`src/rtl/sdm_seq_if.sv`:
```
// Sample-source and modulator-side signals of the sigma-delta sequencer.
interface sdm_seq_if #(
  parameter int unsigned DATA_W = 24,
  parameter int unsigned Q_W    = 5
);
  logic signed [DATA_W-1:0] in_data;
  logic                     in_valid;
  logic                     in_ready;
  logic signed [Q_W-1:0]    sdm_q;
  logic signed [DATA_W-1:0] sdm_data;
  logic                     sdm_rst;

  // Master: PCM source plus modulator feedback; slave: the sequencer.
  modport master (
    output in_data, in_valid, sdm_q,
    input  in_ready, sdm_data, sdm_rst
  );

  modport slave (
    input  in_data, in_valid, sdm_q,
    output in_ready, sdm_data, sdm_rst
  );
endinterface

```
`src/rtl/sdm_seq_ctrl.sv`:
```
// Sequencer in front of the CIFF sigma-delta modulator: zero-order hold of
// PCM samples over OSR clocks, soft mute/unmute gain ramp, and overload
// recovery that clears the modulator integrators and restarts with a ramp.
module sdm_seq_ctrl #(
  parameter int unsigned OSR         = 128,
  parameter int unsigned OVL_CNT     = 64,
  parameter int unsigned RECOVER_CYC = 16,
  parameter int unsigned GAIN_BITS   = 8
) (
  input  logic            clock,
  input  logic            rst,
  input  logic            enable,
  input  logic            mute,
  sdm_seq_if.slave        bus,
  output logic            overload,
  output logic            underrun,
  output logic [2:0]      state
);

  localparam int unsigned DATA_W   = 24;
  localparam int unsigned Q_W      = 5;
  localparam int unsigned PH_W     = $clog2(OSR);
  localparam int unsigned OVL_W    = $clog2(OVL_CNT + 1);
  localparam int unsigned REC_W    = $clog2(RECOVER_CYC + 1);
  localparam int unsigned PROD_W   = DATA_W + GAIN_BITS + 1;
  localparam int unsigned GAIN_ONE = 1 << (GAIN_BITS - 1);

  localparam logic [PH_W-1:0]      PH_MAX   = PH_W'(OSR - 1);
  localparam logic [GAIN_BITS-1:0] GAIN_MAX = GAIN_BITS'(GAIN_ONE);
  localparam logic [GAIN_BITS-1:0] GAIN_PRE = GAIN_BITS'(GAIN_ONE - 1);
  localparam logic [OVL_W-1:0]     OVL_LAST = OVL_W'(OVL_CNT - 1);
  localparam logic [REC_W-1:0]     REC_LAST = REC_W'(RECOVER_CYC - 1);
  localparam logic [Q_W-1:0]       Q_POS_FS = {1'b0, {(Q_W-1){1'b1}}};
  localparam logic [Q_W-1:0]       Q_NEG_FS = {1'b1, {(Q_W-1){1'b0}}};

  typedef enum logic [2:0] {
    S_IDLE      = 3'd0,
    S_RAMP_UP   = 3'd1,
    S_RUN       = 3'd2,
    S_RAMP_DOWN = 3'd3,
    S_MUTE      = 3'd4,
    S_RECOVER   = 3'd5
  } state_e;

  state_e                     state_q, state_d;
  logic [PH_W-1:0]            phase_q, phase_d;
  logic [GAIN_BITS-1:0]       gain_q, gain_d;
  logic signed [DATA_W-1:0]   hold_q, hold_d;
  logic signed [DATA_W-1:0]   sdm_data_q, sdm_data_d;
  logic                       sdm_rst_q, sdm_rst_d;
  logic                       in_ready_q, in_ready_d;
  logic                       overload_q, overload_d;
  logic                       underrun_q, underrun_d;
  logic [OVL_W-1:0]           ovl_cnt_q, ovl_cnt_d;
  logic [REC_W-1:0]           rec_cnt_q, rec_cnt_d;

  logic                       phase_last;
  logic                       q_full_scale;
  logic                       ovl_active;
  logic                       ovl_trip;
  logic signed [GAIN_BITS:0]  gain_ext;
  logic signed [PROD_W-1:0]   product;

  assign phase_last   = (phase_q == PH_MAX);
  assign q_full_scale = (bus.sdm_q == Q_POS_FS) || (bus.sdm_q == Q_NEG_FS);
  assign ovl_active   = (state_q == S_RAMP_UP) || (state_q == S_RUN) ||
                        (state_q == S_RAMP_DOWN);

  // Gain is unsigned; a zero sign bit makes the product a signed x unsigned multiply.
  assign gain_ext = {1'b0, gain_q};
  assign product  = PROD_W'(hold_q) * PROD_W'(gain_ext);

  // Sample slot capture, underrun detect and scaled output.
  always_comb begin
    hold_d     = hold_q;
    underrun_d = 1'b0;
    if (in_ready_q) begin
      if (bus.in_valid) begin
        hold_d = bus.in_data;
      end else begin
        underrun_d = 1'b1;
      end
    end
    sdm_data_d = DATA_W'(product >>> (GAIN_BITS - 1));
  end

  // Overload watchdog: run length of full-scale quantizer codes.
  always_comb begin
    ovl_cnt_d = '0;
    ovl_trip  = 1'b0;
    if (ovl_active && q_full_scale) begin
      if (ovl_cnt_q == OVL_LAST) begin
        ovl_trip = 1'b1;
      end else begin
        ovl_cnt_d = ovl_cnt_q + 1'b1;
      end
    end
  end

  // Next-state, gain ramp, modulator reset and phase/slot generation.
  always_comb begin
    state_d    = state_q;
    gain_d     = gain_q;
    sdm_rst_d  = sdm_rst_q;
    overload_d = overload_q;
    rec_cnt_d  = '0;
    phase_d    = phase_last ? '0 : phase_q + 1'b1;
    in_ready_d = 1'b0;

    unique case (state_q)
      S_IDLE: begin
        gain_d    = '0;
        sdm_rst_d = 1'b1;
        if (enable) begin
          state_d   = S_RAMP_UP;
          sdm_rst_d = 1'b0;
        end
      end

      S_RAMP_UP: begin
        if (mute || !enable) begin
          state_d = S_RAMP_DOWN;
        end else if (gain_q >= GAIN_MAX) begin
          gain_d  = GAIN_MAX;
          state_d = S_RUN;
        end else if (phase_last) begin
          gain_d = gain_q + 1'b1;
          if (gain_q == GAIN_PRE) begin
            state_d = S_RUN;
          end
        end
      end

      S_RUN: begin
        gain_d = GAIN_MAX;
        if (mute || !enable) begin
          state_d = S_RAMP_DOWN;
        end
      end

      S_RAMP_DOWN: begin
        if (!mute && enable) begin
          state_d = S_RAMP_UP;
        end else if (gain_q == '0) begin
          state_d = enable ? S_MUTE : S_IDLE;
        end else if (phase_last) begin
          gain_d = gain_q - 1'b1;
          if (gain_q == GAIN_BITS'(1)) begin
            state_d = enable ? S_MUTE : S_IDLE;
          end
        end
      end

      S_MUTE: begin
        gain_d = '0;
        if (!enable) begin
          state_d = S_IDLE;
        end else if (!mute) begin
          state_d = S_RAMP_UP;
        end
      end

      S_RECOVER: begin
        gain_d    = '0;
        sdm_rst_d = 1'b1;
        if (rec_cnt_q == REC_LAST) begin
          if (enable) begin
            state_d   = S_RAMP_UP;
            sdm_rst_d = 1'b0;
          end else begin
            state_d = S_IDLE;
          end
        end else begin
          rec_cnt_d = rec_cnt_q + 1'b1;
        end
      end

      default: begin
        state_d   = S_IDLE;
        gain_d    = '0;
        sdm_rst_d = 1'b1;
      end
    endcase

    // Overload wins over any mute/enable transition decided above.
    if (ovl_trip) begin
      state_d    = S_RECOVER;
      gain_d     = '0;
      sdm_rst_d  = 1'b1;
      overload_d = 1'b1;
      rec_cnt_d  = '0;
    end

    // Idle parks the phase at zero so a restart begins a full sample period.
    if ((state_q == S_IDLE) || (state_d == S_IDLE)) begin
      phase_d = '0;
    end
    if (state_d == S_IDLE) begin
      gain_d     = '0;
      sdm_rst_d  = 1'b1;
      overload_d = 1'b0;
    end

    in_ready_d = (phase_d == PH_MAX) &&
                 ((state_d == S_RAMP_UP) || (state_d == S_RUN) ||
                  (state_d == S_RAMP_DOWN) || (state_d == S_MUTE));
  end

  // State and output registers; reset returns everything to idle at once.
  always_ff @(posedge clock or posedge rst) begin
    if (rst) begin
      state_q    <= S_IDLE;
      phase_q    <= '0;
      gain_q     <= '0;
      hold_q     <= '0;
      sdm_data_q <= '0;
      sdm_rst_q  <= 1'b1;
      in_ready_q <= 1'b0;
      overload_q <= 1'b0;
      underrun_q <= 1'b0;
      ovl_cnt_q  <= '0;
      rec_cnt_q  <= '0;
    end else begin
      state_q    <= state_d;
      phase_q    <= phase_d;
      gain_q     <= gain_d;
      hold_q     <= hold_d;
      sdm_data_q <= sdm_data_d;
      sdm_rst_q  <= sdm_rst_d;
      in_ready_q <= in_ready_d;
      overload_q <= overload_d;
      underrun_q <= underrun_d;
      ovl_cnt_q  <= ovl_cnt_d;
      rec_cnt_q  <= rec_cnt_d;
    end
  end

  assign bus.in_ready = in_ready_q;
  assign bus.sdm_data = sdm_data_q;
  assign bus.sdm_rst  = sdm_rst_q;
  assign overload     = overload_q;
  assign underrun     = underrun_q;
  assign state        = state_q;

endmodule

```
`src/flat_wrapper.sv`:
```
// flat-port wrapper written by rule: the top's interface ports become plain ports
module sdm_seq_ctrl_flat 
#(
  parameter int unsigned OSR         = 128,
  parameter int unsigned OVL_CNT     = 64,
  parameter int unsigned RECOVER_CYC = 16,
  parameter int unsigned GAIN_BITS   = 8
)
  (clock, rst, enable, mute, overload, underrun, state, bus_in_data, bus_in_valid, bus_sdm_q, bus_in_ready, bus_sdm_data, bus_sdm_rst);
  sdm_seq_if bus_i ();
  input  logic clock;
  input  logic rst;
  input  logic enable;
  input  logic mute;
  output logic overload;
  output logic underrun;
  output logic [2:0] state;
  input wire logic [$bits(bus_i.in_data)-1:0] bus_in_data;
  input wire logic [$bits(bus_i.in_valid)-1:0] bus_in_valid;
  input wire logic [$bits(bus_i.sdm_q)-1:0] bus_sdm_q;
  output wire logic [$bits(bus_i.in_ready)-1:0] bus_in_ready;
  output wire logic [$bits(bus_i.sdm_data)-1:0] bus_sdm_data;
  output wire logic [$bits(bus_i.sdm_rst)-1:0] bus_sdm_rst;
  assign bus_i.in_data = bus_in_data;
  assign bus_i.in_valid = bus_in_valid;
  assign bus_i.sdm_q = bus_sdm_q;
  assign bus_in_ready = bus_i.in_ready;
  assign bus_sdm_data = bus_i.sdm_data;
  assign bus_sdm_rst = bus_i.sdm_rst;
  sdm_seq_ctrl #(.OSR(OSR), .OVL_CNT(OVL_CNT), .RECOVER_CYC(RECOVER_CYC), .GAIN_BITS(GAIN_BITS)) u_core (.clock(clock), .rst(rst), .enable(enable), .mute(mute), .bus(bus_i), .overload(overload), .underrun(underrun), .state(state));
endmodule
```
`config.mk`:
```
export PLATFORM = sky130hd
export DESIGN_NAME = sdm_seq_ctrl_flat
export DESIGN_NICKNAME = d
export VERILOG_FILES = /design/src/rtl/sdm_seq_if.sv /design/src/rtl/sdm_seq_ctrl.sv /design/src/flat_wrapper.sv
export SDC_FILE = /design/constraint.sdc
export NUM_CORES = 1
export LEC_CHECK = 0
export BUFFER_PORTS_ARGS = -buffer_cell sky130_fd_sc_hd__buf_2
export CAP_MARGIN = 25
export CORE_ASPECT_RATIO = 2
export CORE_MARGIN = 5
export CORE_UTILIZATION = 57
export CTS_CLUSTER_SIZE = 20
export DETAILED_ROUTE_END_ITERATION = 8
export PLACE_DENSITY = 0.8
export SYNTH_ARGS = -nofsm -noshare
export SYNTH_HDL_FRONTEND = slang
export SYNTH_SLANG_ARGS = --single-unit
```
`constraint.sdc`:
```
create_clock -name clock -period 5.3 [get_ports clock]
set_input_delay 1.06 -clock clock [delete_from_list [all_inputs] [get_ports clock]]
set_output_delay 1.06 -clock clock [all_outputs]
set_load 0.01 [all_outputs]
```
==> results.tsv <==
metric	value	unit
status	finished, final reports clean	
slowest_stage	fa_1	
max_slew_margin	31.03	%
antenna_cells	0	
synth_seq_area_share	20.62	%
syn_avg_cell_area	9.352	um2
row_count	68	
worst_pin_slew	1.027	ns
cellLeakagePower	5.705	nW
globalRoute.totalOverflow	0	
initial_core_util	57.66	%
required	5.56	ns
grt_usage	23.63	%
cellPowerDensity	344.5	nW/um2
worstSkewPairLatency	0.36	ns
pwr-share-seq	24.3	%
hold_class	reg2reg	
finalPower	0.003731	W
synth_nets	1307	
start_kind	register	
maxCapViolCount	0	
rsz0062_at_grt	false	
p_sw_share	45.99	%
fin_setup_tns	0	ns
vdd_drop_max	233.4	uV
postRouteAntennaNets	0	
internal_power	0.002015	W
syn_area	9960	um2
coreArea	17270	um2
drive_gt1_share	14.22	%
dp_hpwl	17.94	mm
nets	1355	
io_pins	65	
crit_chain	buf_4 > nand2_1 > fa_1 > inv_1 > fa_1 > inv_1 > fa_1 > fa_1 > inv_1 > ha_1 > nand2_1 > o21ai_1 > o21ai_1 > a21o_2 > o311ai_2 > a21oi_1 > xnor2_1	
final_cell_area	10830	um2
clock_skew	0.01251	ns
p_clk_share	19.4	%
crit_type	reg2reg	
port_buffers	64	
wl_per_cell	16.75	um
place.gp.congestion	0.9189	
grt_pass1_wl	37.58	mm
routed_via_density	5.657	
grt_pass1_vias	8166	
worstPathArrival	5.31	ns
dp.cells	1312	
vias	7513	
cts_buffers	9	
cts.clk_slew.worst_paths	0.07	ns
cpMostUsedCell	fa_1	
min_period_over_period	95.16	%
slew_viol_final	0	
synth_cell_types	79	
die_h	196.9	um
synthArstFlopShare	100.0	%
hold_viol_final	0	
clock_sinks	82	
final.min_clock_period	5.044	ns
synth_ff_type	dfrtp_1	
p_sw	0.001716	W
setup_viol	0	
cts.htree.levels	3	
yosys_warnings	0	
synth_edf_count	0	
fin_util	62.70	%
drt-total-wl	22.25	mm
synth_top_area_share	28.94	%
synth_area_leaders	fa_1 (29%), dfrtp_1 (20%), ha_1 (8.0%)	
critPathMaxFanout	8	
fmax	0.1983	GHz
root_buffer	clkbuf_16	
clockBufferDepth	2	
yosys_register_bits	82	
p_comb_share	56.3	%
die_width	103.5	um
dieArea	20380	um2
grt_max_degree	47	
synth_top_area_cell	fa_1	
stdcell_count	1328	
antenna_found_initial	0	
ctsHoldBuffers	0	
drtIter0Drc	332	
dr.pass1.iters	5	
syn_to_final_growth	8.731	%
crit_path_end_kind	register	
drc	0	
critical-path-max-stage-delay	0.55	ns
placed_area	10480	um2
cts_tree	yes	
netlist_instances	1065	
==> cell families (layout without fill, tap and decap cells) <==
family,Yosys count,count (layout),synth area share [%]
adder cells (fa/ha/maj),208,208,36.98
AO/OA/AOI/OAI,120,120,8.342
buffers and inverters,253,306,9.962
multiplexers,27,27,3.065
AND/OR/NAND/NOR,336,336,17.60
flip-flops,82,82,20.62
XOR/XNOR,39,39,3.430
==> area by class of cell <==
cell class | count | area, um2
well taps | 210 | 262.8
clock inverters | 7 | 110.1
repair buffers | 86 | 485.5
clock buffers | 9 | 225.2
multi-input cells | 730 | 6923
flip-flops and latches | 82 | 2056
inverters | 204 | 767.0
fillers | 1430 | 6442
==> placed cells by master (no fill, tap or decap), drive strengths merged, types with 23 or more instances in the layout <==
cell type and n:
fa 144, buf 86, nand2 136, mux2 25
nor2 34, xnor2 23, ha 64, dfrtp 81
o21ai 24, inv 206, and2 85, a21oi 36
==> stage by stage <==
step           setup slack (ns)  hold slack (ns)
2_1_floorplan            0.2745           0.4223
3_3_place_gp             0.2171           0.4415
3_5_place_dp             0.1285           0.4448
4_1_cts                 0.07146           0.4533
5_1_grt               0.0004081           0.4855
6_report                 0.2563           0.4501
==> worst paths after layout <==
check / start / endpoint / slack (ns) / cells past startpoint
worst max-delay path: u_core.gain_q[0] / u_core.bus.sdm_data[21] / 0.26 / 17
worst min-delay path: u_core.ovl_cnt_q[0] / u_core.ovl_cnt_q[0] / 0.45 / 1
worst max register to register: u_core.gain_q[0] / u_core.bus.sdm_data[21] / 0.26 / 17
worst min register to register: u_core.ovl_cnt_q[0] / u_core.ovl_cnt_q[0] / 0.45 / 1
max in group asynchronous: rst / u_core.bus.sdm_data[13] / 3.48 / 3
min in group asynchronous: rst / u_core.underrun / 0.75 / 2
==> registers in the layout, indices dropped and copies added, names as in the netlist <==
name	count
u_core.phase_q	7
u_core.bus.sdm_data	24
u_core.bus.in_ready	1
u_core.rec_cnt_q	5
u_core.state	3
u_core.overload	1
u_core.gain_q	8
u_core.hold_q	24
u_core.ovl_cnt_q	7
u_core.bus.sdm_rst	1
u_core.underrun	1
==> synthesized netlist by cell type (3+ instances only) <==
cell type	number
inv_1	203
fa_1	144
nand2_1	136
and2_1	85
dfrtp_1	81
ha_1	64
a21oi_1	36
nor2_1	32
clkbuf_1	24
mux2_2	24
xnor2_1	23
o21ai_0	19
xor2_1	16
buf_1	15
nand3_1	15
nor3_1	14
a211oi_1	10
o22ai_1	8
nand4_1	7
a21o_1	6
nand2b_1	6
and3_1	5
buf_2	5
and4_1	4
o21ai_1	4
o21bai_1	4
a221oi_1	3
buf_6	3
nor4_1	3
o31ai_2	3
or2_1	3
==> worst max-delay path: cells and delay by family (launching register included) <==
kind	cells	cell delay, ns
adder cells (fa/ha/maj)	5	2.33
buffers and inverters	4	0.34
AND/OR/NAND/NOR	2	0.21
AO/OA/AOI/OAI	5	1.34
XOR/XNOR	1	0.24
flip-flops	1	0.46
==> power groups by stage <==
| stage | sequential [W] | combinational (W) | clock, W |
|---|---|---|---|
| 6_report | 0.000906 | 0.00210 | 0.000723 |
| 3_3_place_gp | 0.000914 | 0.00202 | 0 |
| 2_1_floorplan | 0.000887 | 0.00157 | 0 |
| 3_5_place_dp | 0.000913 | 0.00209 | 0 |
| 5_1_grt | 0.000930 | 0.00237 | 0.000755 |
| 4_1_cts | 0.000903 | 0.00210 | 0.000730 |
==> metal layers <==
layer / part of all wire, % / up-vias / track usage (%)
li1: - / 3438 / -
met1: 33 / 3790 / 23.77
met2: 58 / 216 / 45.38
met3: 4.3 / 69 / 3.578
met4: 4.2 / 0 / 10.85
met5: 0 / - / 0
==> timing repair <==
| action | CTS | global route |
|---|---|---|
| endpoints found under the setup margin | 0 | 8 |
| resized for setup | 0 | 4 |
| setup buffers | 0 | 0 |
Power figures use the tool's default switching activity.
